$ cat src/rtl/smac_pkg.sv
// Shared types and helpers for the SMAC AC1 sequencer: state encoding and
// group-length selection.
package smac_pkg;

    typedef enum logic [1:0] {
        IDLE = 2'd0,
        ACC  = 2'd1,
        HOLD = 2'd2,
        FIN  = 2'd3
    } ac1_state_t;

    // Beats per group: Pa in 8-bit mode, Pa/2 in 4-bit mode.
    function automatic int grp_len(input int pa, input logic sel);
        return sel ? pa : pa / 2;
    endfunction

endpackage

$ cat src/rtl/smac_ac1_seq_if.sv
// Beat/result handshake and AC1 control bundle between the sequencer
// (master) and the upstream/AC1/AC2 side (slave).
interface smac_ac1_seq_if;
    logic in_valid;
    logic in_ready;
    logic ac1_en;
    logic ac1_first;
    logic ac1_cnt;
    logic cnt_clear;
    logic out_valid;
    logic out_ready;

    modport master (
        input  in_valid,
        input  out_ready,
        output in_ready,
        output ac1_en,
        output ac1_first,
        output ac1_cnt,
        output cnt_clear,
        output out_valid
    );

    modport slave (
        output in_valid,
        output out_ready,
        input  in_ready,
        input  ac1_en,
        input  ac1_first,
        input  ac1_cnt,
        input  cnt_clear,
        input  out_valid
    );
endinterface

$ cat src/rtl/smac_ac1_beat_cnt.sv
// Beat index within the current AC1 group; wraps to 0 after the last beat
// of a group of length len.
module smac_ac1_beat_cnt #(
    parameter int Pa = 8,
    localparam int IDX_W = $clog2(Pa)
) (
    input  logic             clk,
    input  logic             rst_n,
    input  logic             clr,
    input  logic             en,
    input  logic [IDX_W:0]   len,
    output logic [IDX_W-1:0] beat_idx,
    output logic             last
);

    assign last = ({1'b0, beat_idx} == (len - 1'b1));

    always_ff @(posedge clk or negedge rst_n) begin
        if (!rst_n) begin
            beat_idx <= '0;
        end else if (clr) begin
            beat_idx <= '0;
        end else if (en) begin
            beat_idx <= last ? '0 : beat_idx + 1'b1;
        end
    end

endmodule

$ cat src/rtl/smac_ac1_seq.sv
// AC1 sequencer: accepts beats, drives AC1 enables, hands group results to AC2.
// Optional stall counter output is built when SMAC_AC1_SEQ_STALL_CNT_EN is defined.
//
// state | meaning
// IDLE  | waiting for start
// ACC   | accepting partial-product beats
// HOLD  | group result presented to AC2
// FIN   | one-cycle job end, done pulse
module smac_ac1_seq
    import smac_pkg::*;
#(
    parameter int Pa    = 8,
    parameter int GRP_W = 8
) (
    input  logic             clk,
    input  logic             rst_n,
    input  logic             start,
    input  logic             par_sel_Pa,
    input  logic [GRP_W-1:0] n_grp,
    output logic             busy,
    output logic             done,
`ifdef SMAC_AC1_SEQ_STALL_CNT_EN
    output logic [15:0]      stall_cnt,
`endif
    smac_ac1_seq_if.master   bus
);

    localparam int IDX_W = $clog2(Pa);
    localparam int LEN_W = IDX_W + 1;

    ac1_state_t       state;
    ac1_state_t       state_nxt;
    logic             sel_q;
    logic [GRP_W-1:0] n_grp_q;
    logic [GRP_W-1:0] grp_idx;
    logic [IDX_W-1:0] beat_idx;
    logic [LEN_W-1:0] len;
    logic             beat_last;
    logic             grp_last;
    logic             start_ok;
    logic             accept;
    logic             in_ready_q;
    logic             out_valid_q;
    logic             done_q;
    logic             cnt_clear_q;

    assign start_ok = (state == IDLE) && start;
    assign grp_last = (grp_idx == (n_grp_q - 1'b1));
    assign len      = LEN_W'(grp_len(Pa, sel_q));

    smac_ac1_beat_cnt #(.Pa(Pa)) u_beat (
        .clk      (clk),
        .rst_n    (rst_n),
        .clr      (start_ok),
        .en       (accept),
        .len      (len),
        .beat_idx (beat_idx),
        .last     (beat_last)
    );

    always_comb begin
        state_nxt = state;
        accept    = 1'b0;
        case (state)
            IDLE: begin
                if (start) state_nxt = (n_grp != '0) ? ACC : FIN;
            end
            ACC: begin
                if (bus.in_valid) begin
                    accept = 1'b1;
                    if (beat_last) state_nxt = HOLD;
                end
            end
            HOLD: begin
                if (bus.out_ready) state_nxt = grp_last ? FIN : ACC;
            end
            FIN: begin
                state_nxt = IDLE;
            end
            default: state_nxt = IDLE;
        endcase
    end

    // Handshake/status outputs are flopped from the next state so they are glitch-free.
    always_ff @(posedge clk or negedge rst_n) begin
        if (!rst_n) begin
            state       <= IDLE;
            in_ready_q  <= 1'b0;
            out_valid_q <= 1'b0;
            done_q      <= 1'b0;
            cnt_clear_q <= 1'b0;
            busy        <= 1'b0;
            sel_q       <= 1'b0;
            n_grp_q     <= '0;
            grp_idx     <= '0;
        end else begin
            state       <= state_nxt;
            in_ready_q  <= (state_nxt == ACC);
            out_valid_q <= (state_nxt == HOLD);
            done_q      <= (state_nxt == FIN);
            cnt_clear_q <= start_ok;
            if (start_ok) begin
                sel_q   <= par_sel_Pa;
                n_grp_q <= n_grp;
                busy    <= 1'b1;
            end else if (state == FIN) begin
                busy    <= 1'b0;
            end
            if (state == FIN) begin
                grp_idx <= '0;
            end else if ((state == HOLD) && bus.out_ready && !grp_last) begin
                grp_idx <= grp_idx + 1'b1;
            end
        end
    end

    assign bus.in_ready  = in_ready_q;
    assign bus.out_valid = out_valid_q;
    assign bus.cnt_clear = cnt_clear_q;
    assign bus.ac1_en    = accept;
    assign bus.ac1_cnt   = accept;
    assign bus.ac1_first = accept && (beat_idx == '0);
    assign done          = done_q;

`ifdef SMAC_AC1_SEQ_STALL_CNT_EN
    always_ff @(posedge clk or negedge rst_n) begin
        if (!rst_n) begin
            stall_cnt <= '0;
        end else if (start_ok) begin
            stall_cnt <= '0;
        end else if ((((state == ACC) && !bus.in_valid) ||
                      ((state == HOLD) && !bus.out_ready)) &&
                     (stall_cnt != 16'hFFFF)) begin
            stall_cnt <= stall_cnt + 16'd1;
        end
    end
`endif

endmodule

$ cat src/flat_wrapper.sv
// flat-port wrapper written by rule: the top's interface ports become plain ports
module smac_ac1_seq_flat import smac_pkg::*;
#(
    parameter int Pa    = 8,
    parameter int GRP_W = 8
)
  (clk, rst_n, start, par_sel_Pa, n_grp, busy, done, bus_in_valid, bus_out_ready, bus_in_ready, bus_ac1_en, bus_ac1_first, bus_ac1_cnt, bus_cnt_clear, bus_out_valid);
  smac_ac1_seq_if bus_i ();
  input  logic clk;
  input  logic rst_n;
  input  logic start;
  input  logic par_sel_Pa;
  input  logic [GRP_W-1:0] n_grp;
  output logic busy;
  output logic done;
  input wire logic [$bits(bus_i.in_valid)-1:0] bus_in_valid;
  input wire logic [$bits(bus_i.out_ready)-1:0] bus_out_ready;
  output wire logic [$bits(bus_i.in_ready)-1:0] bus_in_ready;
  output wire logic [$bits(bus_i.ac1_en)-1:0] bus_ac1_en;
  output wire logic [$bits(bus_i.ac1_first)-1:0] bus_ac1_first;
  output wire logic [$bits(bus_i.ac1_cnt)-1:0] bus_ac1_cnt;
  output wire logic [$bits(bus_i.cnt_clear)-1:0] bus_cnt_clear;
  output wire logic [$bits(bus_i.out_valid)-1:0] bus_out_valid;
  assign bus_i.in_valid = bus_in_valid;
  assign bus_i.out_ready = bus_out_ready;
  assign bus_in_ready = bus_i.in_ready;
  assign bus_ac1_en = bus_i.ac1_en;
  assign bus_ac1_first = bus_i.ac1_first;
  assign bus_ac1_cnt = bus_i.ac1_cnt;
  assign bus_cnt_clear = bus_i.cnt_clear;
  assign bus_out_valid = bus_i.out_valid;
  smac_ac1_seq #(.Pa(Pa), .GRP_W(GRP_W)) u_core (.clk(clk), .rst_n(rst_n), .start(start), .par_sel_Pa(par_sel_Pa), .n_grp(n_grp), .busy(busy), .done(done), .bus(bus_i));
endmodule
$ cat config.mk
export PLATFORM = sky130hd
export DESIGN_NAME = smac_ac1_seq_flat
export DESIGN_NICKNAME = d
export VERILOG_FILES = /design/src/rtl/smac_pkg.sv /design/src/rtl/smac_ac1_seq_if.sv /design/src/rtl/smac_ac1_beat_cnt.sv /design/src/rtl/smac_ac1_seq.sv /design/src/flat_wrapper.sv
export SDC_FILE = /design/constraint.sdc
export NUM_CORES = 1
export LEC_CHECK = 0
export ABC_AREA = 1
export CORE_AREA = 10 10 71 73
export DETAILED_ROUTE_END_ITERATION = 16
export DIE_AREA = 0 0 81 83
export PLACE_DENSITY = 0.65
export SETUP_SLACK_MARGIN = 0.3
export SYNTH_ARGS = -nofsm -noshare
export SYNTH_HDL_FRONTEND = slang
export SYNTH_SLANG_ARGS = --single-unit
export TNS_END_PERCENT = 10
$ cat constraint.sdc
create_clock -name clk -period 1.8 [get_ports clk]
set_input_delay 0.18 -clock clk [delete_from_list [all_inputs] [get_ports clk]]
set_output_delay 0.18 -clock clk [all_outputs]
set_load 0.01 [all_outputs]
Word-level counts from Yosys, hierarchy flattened
Cells that the tools add are included.
W data, S select, Z words.
- $lt $le $gt $ge: 0
- bitwise operators: 0
- shift-type cells: 0
- mux-type cells: 17
- add/subtract/negate cells: 4
- reductions and logical operators: 11
- divide/modulo/power cells: 0
- equal/unequal tests: 8
- multiply operators: 0
- operator list (kind ; number):
    $mux W8 ; 2
    $mux W2 ; 6
    $mux W3 ; 3
    $add A8 B1 Y8 const B ; 1
    $eq A2 B2 Y1 const B ; 4
    $eq A8 B8 Y1 ; 1
    $pmux W2 S4 ; 1
    $reduce_bool A8 Y1 ; 1
    $sub A8 B1 Y8 const B ; 1
    $reduce_bool A2 Y1 ; 3
    $eq A2 B1 Y1 const B ; 2
    $eq A3 B4 Y1 ; 1
    $logic_and A1 B1 Y1 ; 4
    $mux W1 ; 4
    $mux W4 ; 1
    $sub A4 B1 Y4 const B ; 1
    $add A3 B1 Y3 const B ; 1
    $logic_not A3 Y1 ; 1
    $logic_not A2 Y1 ; 1
    $logic_not A1 Y1 ; 1
- register bits: 27
- latch bits: 0
- word-level logic and storage cells: 50
- bits of input ports: 14
- RAM bits: 0
- bits in read-only memories: 0
- output and inout bits: 8
- memories kept: 0

Longest topological paths before layout
- depth after elaboration: 7
- mapped depth: 15

Cells and area by module
From an unflattened synthesis, not the netlist that was laid out.
- cells, all modules: 236
- area total of the unflattened synthesis: 1732.9 sq um
- by module, submodules not included (module ; instances ; area an instance (sq um) ; cells each ; seq. area each (sq um)):
    smac_ac1_seq ; 1 ; 1457.6 ; 191 ; 600.6
    smac_ac1_beat_cnt ; 1 ; 275.3 ; 45 ; 75.1

Worst setup path after synthesis
No wires, ideal clock.
- kind: flip-flop to flip-flop
- from: register u_core.n_grp_q[0]
- to: register u_core.grp_idx[7]
- setup time: 0.095 ns
- slack: 0.172 ns
- data required time: 1.705 ns
- path buffers: 0
- cell stages (with the launch flop): 15
- data arrival time: 1.532 ns
- path through: dfrtp_1 -> inv_2 -> ha_1 -> nand2_1 -> nor2_1 -> nand3_1 -> nand2_1 -> nand2_1 -> nor2_2 -> nand2_2 -> nand2_4 -> nand2_4 -> inv_4 -> nand2_1 -> o31ai_1
- cells in the longest elaborated chain, start to end: 5
- ends and longest elaborated chain (element ; line ; RTL):
    start: declaration ; smac_ac1_seq.sv:34 ; logic [GRP_W-1:0] n_grp_q;
    start signal: assignment ; smac_ac1_seq.sv:104 ; n_grp_q <= n_grp;
    $sub A8 B1 Y8 ; smac_ac1_seq.sv:48 ; assign grp_last = (grp_idx == (n_grp_q - 1'b1));
    $eq A8 B8 Y1 ; smac_ac1_seq.sv:48 ;
    $logic_not A1 Y1 ; smac_ac1_seq.sv:111 ; end else if ((state == HOLD) && bus.out_ready && !grp_last) begin
    $logic_and A1 B1 Y1 ; smac_ac1_seq.sv:111 ;
    $reduce_bool A2 Y1 (no line) ; -- ;
    end signal: assignment ; smac_ac1_seq.sv:112 ; grp_idx <= grp_idx + 1'b1;
    end: declaration ; smac_ac1_seq.sv:35 ; logic [GRP_W-1:0] grp_idx;
No other way between the ends.
A chain may end at the register's enable or synchronous reset.

Worst setup path in the final report
- from: register u_core.n_grp_q[0]
- to: register u_core.grp_idx[5]
Same word-level chain as after synthesis.

==> impl_results.md <==
* Final Setup Violations at 0
* Crit start category: flop
* Die H at 83 um
* Worst Path Max Fanout at 6
* M2 GR Usage at 0.182
* Overall Global Routing Usage at 0.110
* Largest net degree at the start of global routing at 28
* Synth top area share at 0.428
* Via count at 1324
* Area after DPL at 0.00190 mm2
* Synth top area cells: dfrtp_1 (43%), nand2_1 (14%), inv_1 (7.6%)
* Initial Util at 0.434
* Final GP Congestion at 0.768
* Number of synthesized flops with an enable pin at 0
* Final Hold Fails at 0
* Mean area per synthesized cell at 7.51 um2
* Fin crit share at 0.927
* Synth Instances at 210
* IO Count at 22
* Die area at 0.00672 mm2
* Htree depth at 1
* Number of cell rows at 22
* CP required at 2000 ps
* Unrepaired setup endpoints after global routing: yes
* Post-synth top area cell: dfrtp_1
* LEAKAGE at 1.01 nW
* Dpl hpwl at 2720 um
* DRT antenna net count at 0
* Synth cell types at 24
* Syn Nets at 228
* Synthesis-stage register bit count at 27
* Antenna violations before repair at 0
* Final Util at 0.546
* Vias in the first global route at 1352
* Worst-Margin Slew at 341 ps
* Hold Buf Count CTS at 0
* Fmax at 0.599 GHz
* Crit-path most repeated cell: nand2_1
* Clock root cell: clkbuf_8
* Drt drc at 0
* Sink Count at 27
* First-pass GRT wire length at 6130 um
* Routed WL per cell at 12.2 um
* Ys async rst share at 1.00
* Die width at 81 um
* Routed wire length at 3540 um
* Switching portion of total power at 0.409
* P_int at 1.48 mW
* Status: completed
* Critical-path cell list: inv_2 -> ha_4 -> nand2_1 -> nor2_2 -> nand2_1 -> nand2_1 -> nand3_1 -> nor2_2 -> nand2_2 -> nand2_4 -> nand2_4 -> inv_4 -> nand2_1 -> o31ai_2
* Ys Warns at 0
* IO buf count at 21
* Critical Path Sink Type: flop
* Top cells by count, synth: nand2_1 (58), inv_1 (32), dfrtp_1 (27)
* Initial DRC count at 63
* Part of the power in registers at 0.376
* Max Cap Viol at 0
* Hold slack final at 263 ps
* Slowest-stage cell, CP: dfrtp_1
* Tmin final at 1670 ps
* Routing usage on met1 at 0.134
* Peak supply drop at 0.000578 V
* Ant diodes at 0
* Count leader, synth: nand2_1
* P_sw at 1.02 mW
* GR peak layer: met2
* Max stage delay on crit path at 400 ps
* Clk Latency, worst-skew pair at 280 ps
* CP bufs+invs at 2
* Crit Path Class: flop to flop
* Clk pwr share at 0.143
* Fin area at 0.00199 mm2
* Nets at 261
* TritonCTS clock tree: done
* Slew HR at 0.771
* HP Class: input port to async pin
* Mapped Area at 0.00158 mm2
* Fin Clk Skew at 9.45 ps
* Logic gate share of total power at 0.481
* Drt pass-1 iters at 4
* Ys flop type: dfrtp_1
* Register area share after synthesis at 0.428
* Vias per cell at 4.57
* Fin. max-slew vios at 0
* Worst path top cell family by delay: simple AND/OR/NAND/NOR gates
* Num CTS Buffers at 3
* GR met3 Demand/Resource at 0.0388
* Grt ovf at 0
* Power density cells at 1260 mW/mm2
* Area growth syn-to-layout at 25.9%
* Layout cells sized above 1 at 0.161
* Clock slew at reported path FFs at 100 ps
* Worst Path Arrival at 1870 ps
* CORE AREA at 0.00363 mm2
* Longest Clk Path Bufs at 2
-- state kept, by name, summed over array words and instances, names as in the netlist --
signal	flops
u_core.n_grp_q	8
u_core.busy	1
u_core.bus.out_valid	1
u_core.bus.cnt_clear	1
u_core.u_beat.beat_idx	3
u_core.bus.in_ready	1
u_core.sel_q	1
u_core.state	2
u_core.grp_idx	8
u_core.done	1
-- worst paths after layout --
kind,startpoint,to,slack [ps],cells past startpoint
max,u_core.n_grp_q[0]$_DFFE_PN0P_,u_core.grp_idx[5]$_DFFE_PN0P_,130,14
max in group asynchronous,rst_n,u_core.grp_idx[1]$_DFFE_PN0P_,1270,2
min,rst_n,u_core.sel_q$_DFFE_PN0P_,260,2
min reg2reg,u_core.busy$_DFFE_PN0P_,u_core.busy$_DFFE_PN0P_,510,2
max reg2reg,u_core.n_grp_q[0]$_DFFE_PN0P_,u_core.grp_idx[5]$_DFFE_PN0P_,130,14
min in group clk,par_sel_Pa,u_core.sel_q$_DFFE_PN0P_,430,3
-- power by group through the flow --
stage | Combinational, mW | Clock (mW) | Sequential, mW
final | 1.20 | 0.359 | 0.942
after global routing | 1.39 | 0.387 | 0.967
after CTS | 1.17 | 0.365 | 0.943
after detailed placement | 1.15 | 0 | 0.960
after global placement | 1.13 | 0 | 0.958
after floorplan | 0.787 | 0 | 0.940
-- area by class of cell --
class	instances	area, um2
fillers	370	1650
multi-input cells	146	792
flip-flops and latches	27	676
repair buffers	30	279
inverters	35	134
well taps	48	60.1
clock buffers	4	45.0
-- worst register-to-register path, cell delays in order (launching register included) --
cell     delay (ps)
dfrtp_1         400
inv_2            80
ha_4            150
nand2_1          60
nor2_2          100
nand2_1          60
nand2_1          70
nand3_1          80
nor2_2          110
nand2_2         110
nand2_4          90
nand2_4          70
inv_4            80
nand2_1          60
o31ai_2          60
-- repair_timing --
action / in CTS / in global routing
gates resized for setup: 4 / 23
setup buffers: 2 / 0
pin swaps: 1 / 8
cloned: 0 / 0
hold endpoints to repair: 0 / 0
endpoints found under the setup margin: 15 / 16
-- per-layer routing --
metal	part of all wire	wire (um)
met1	0.47	1670
met2	0.48	1700
met3	0.049	174
met4	0	0
met5	0	0
-- cell usage in the layout (no fill, tap or decap), types with 3 or more instances in the layout --
| cell | synthesis | final |
|---|---|---|
| a21oi_1 | 5 | 5 |
| buf_4 | 1 | 8 |
| buf_6 | 0 | 3 |
| clkbuf_8 | 0 | 3 |
| clkdlybuf4s50_1 | 0 | 18 |
| dfrtp_1 | 27 | 27 |
| ha_1 | 4 | 3 |
| inv_1 | 32 | 30 |
| inv_2 | 2 | 4 |
| nand2_1 | 58 | 57 |
| nand2_2 | 3 | 4 |
| nand3_1 | 18 | 18 |
| nor2_1 | 19 | 15 |
| nor2_2 | 2 | 6 |
| o21ai_0 | 10 | 8 |
| o21ai_1 | 2 | 4 |
| xnor2_1 | 5 | 5 |
| xor2_1 | 6 | 6 |
-- logic make-up (layout without fill, tap and decap cells) --
family / count (synthesis) / count (layout) / share of synthesized area
xor+xnor: 11 / 11 / 0.0611
simple gates: 110 / 110 / 0.314
flops: 27 / 27 / 0.428
buf+inv: 37 / 69 / 0.0920
compound gates: 21 / 21 / 0.0730
fa+ha+maj: 4 / 4 / 0.0317
-- metrics by stage --
step                power [mW]  setup TNS (ps)  cells  setup slack (ps)
floorplan                 1.73               0    210               216
global placement          2.09               0    284              98.5
detailed placement        2.11               0    284              84.3
CTS                       2.48               0    290               128
global route              2.74            -117    290             -33.4
finish                    2.50               0    290               132
Power figures use the tool's default switching activity.
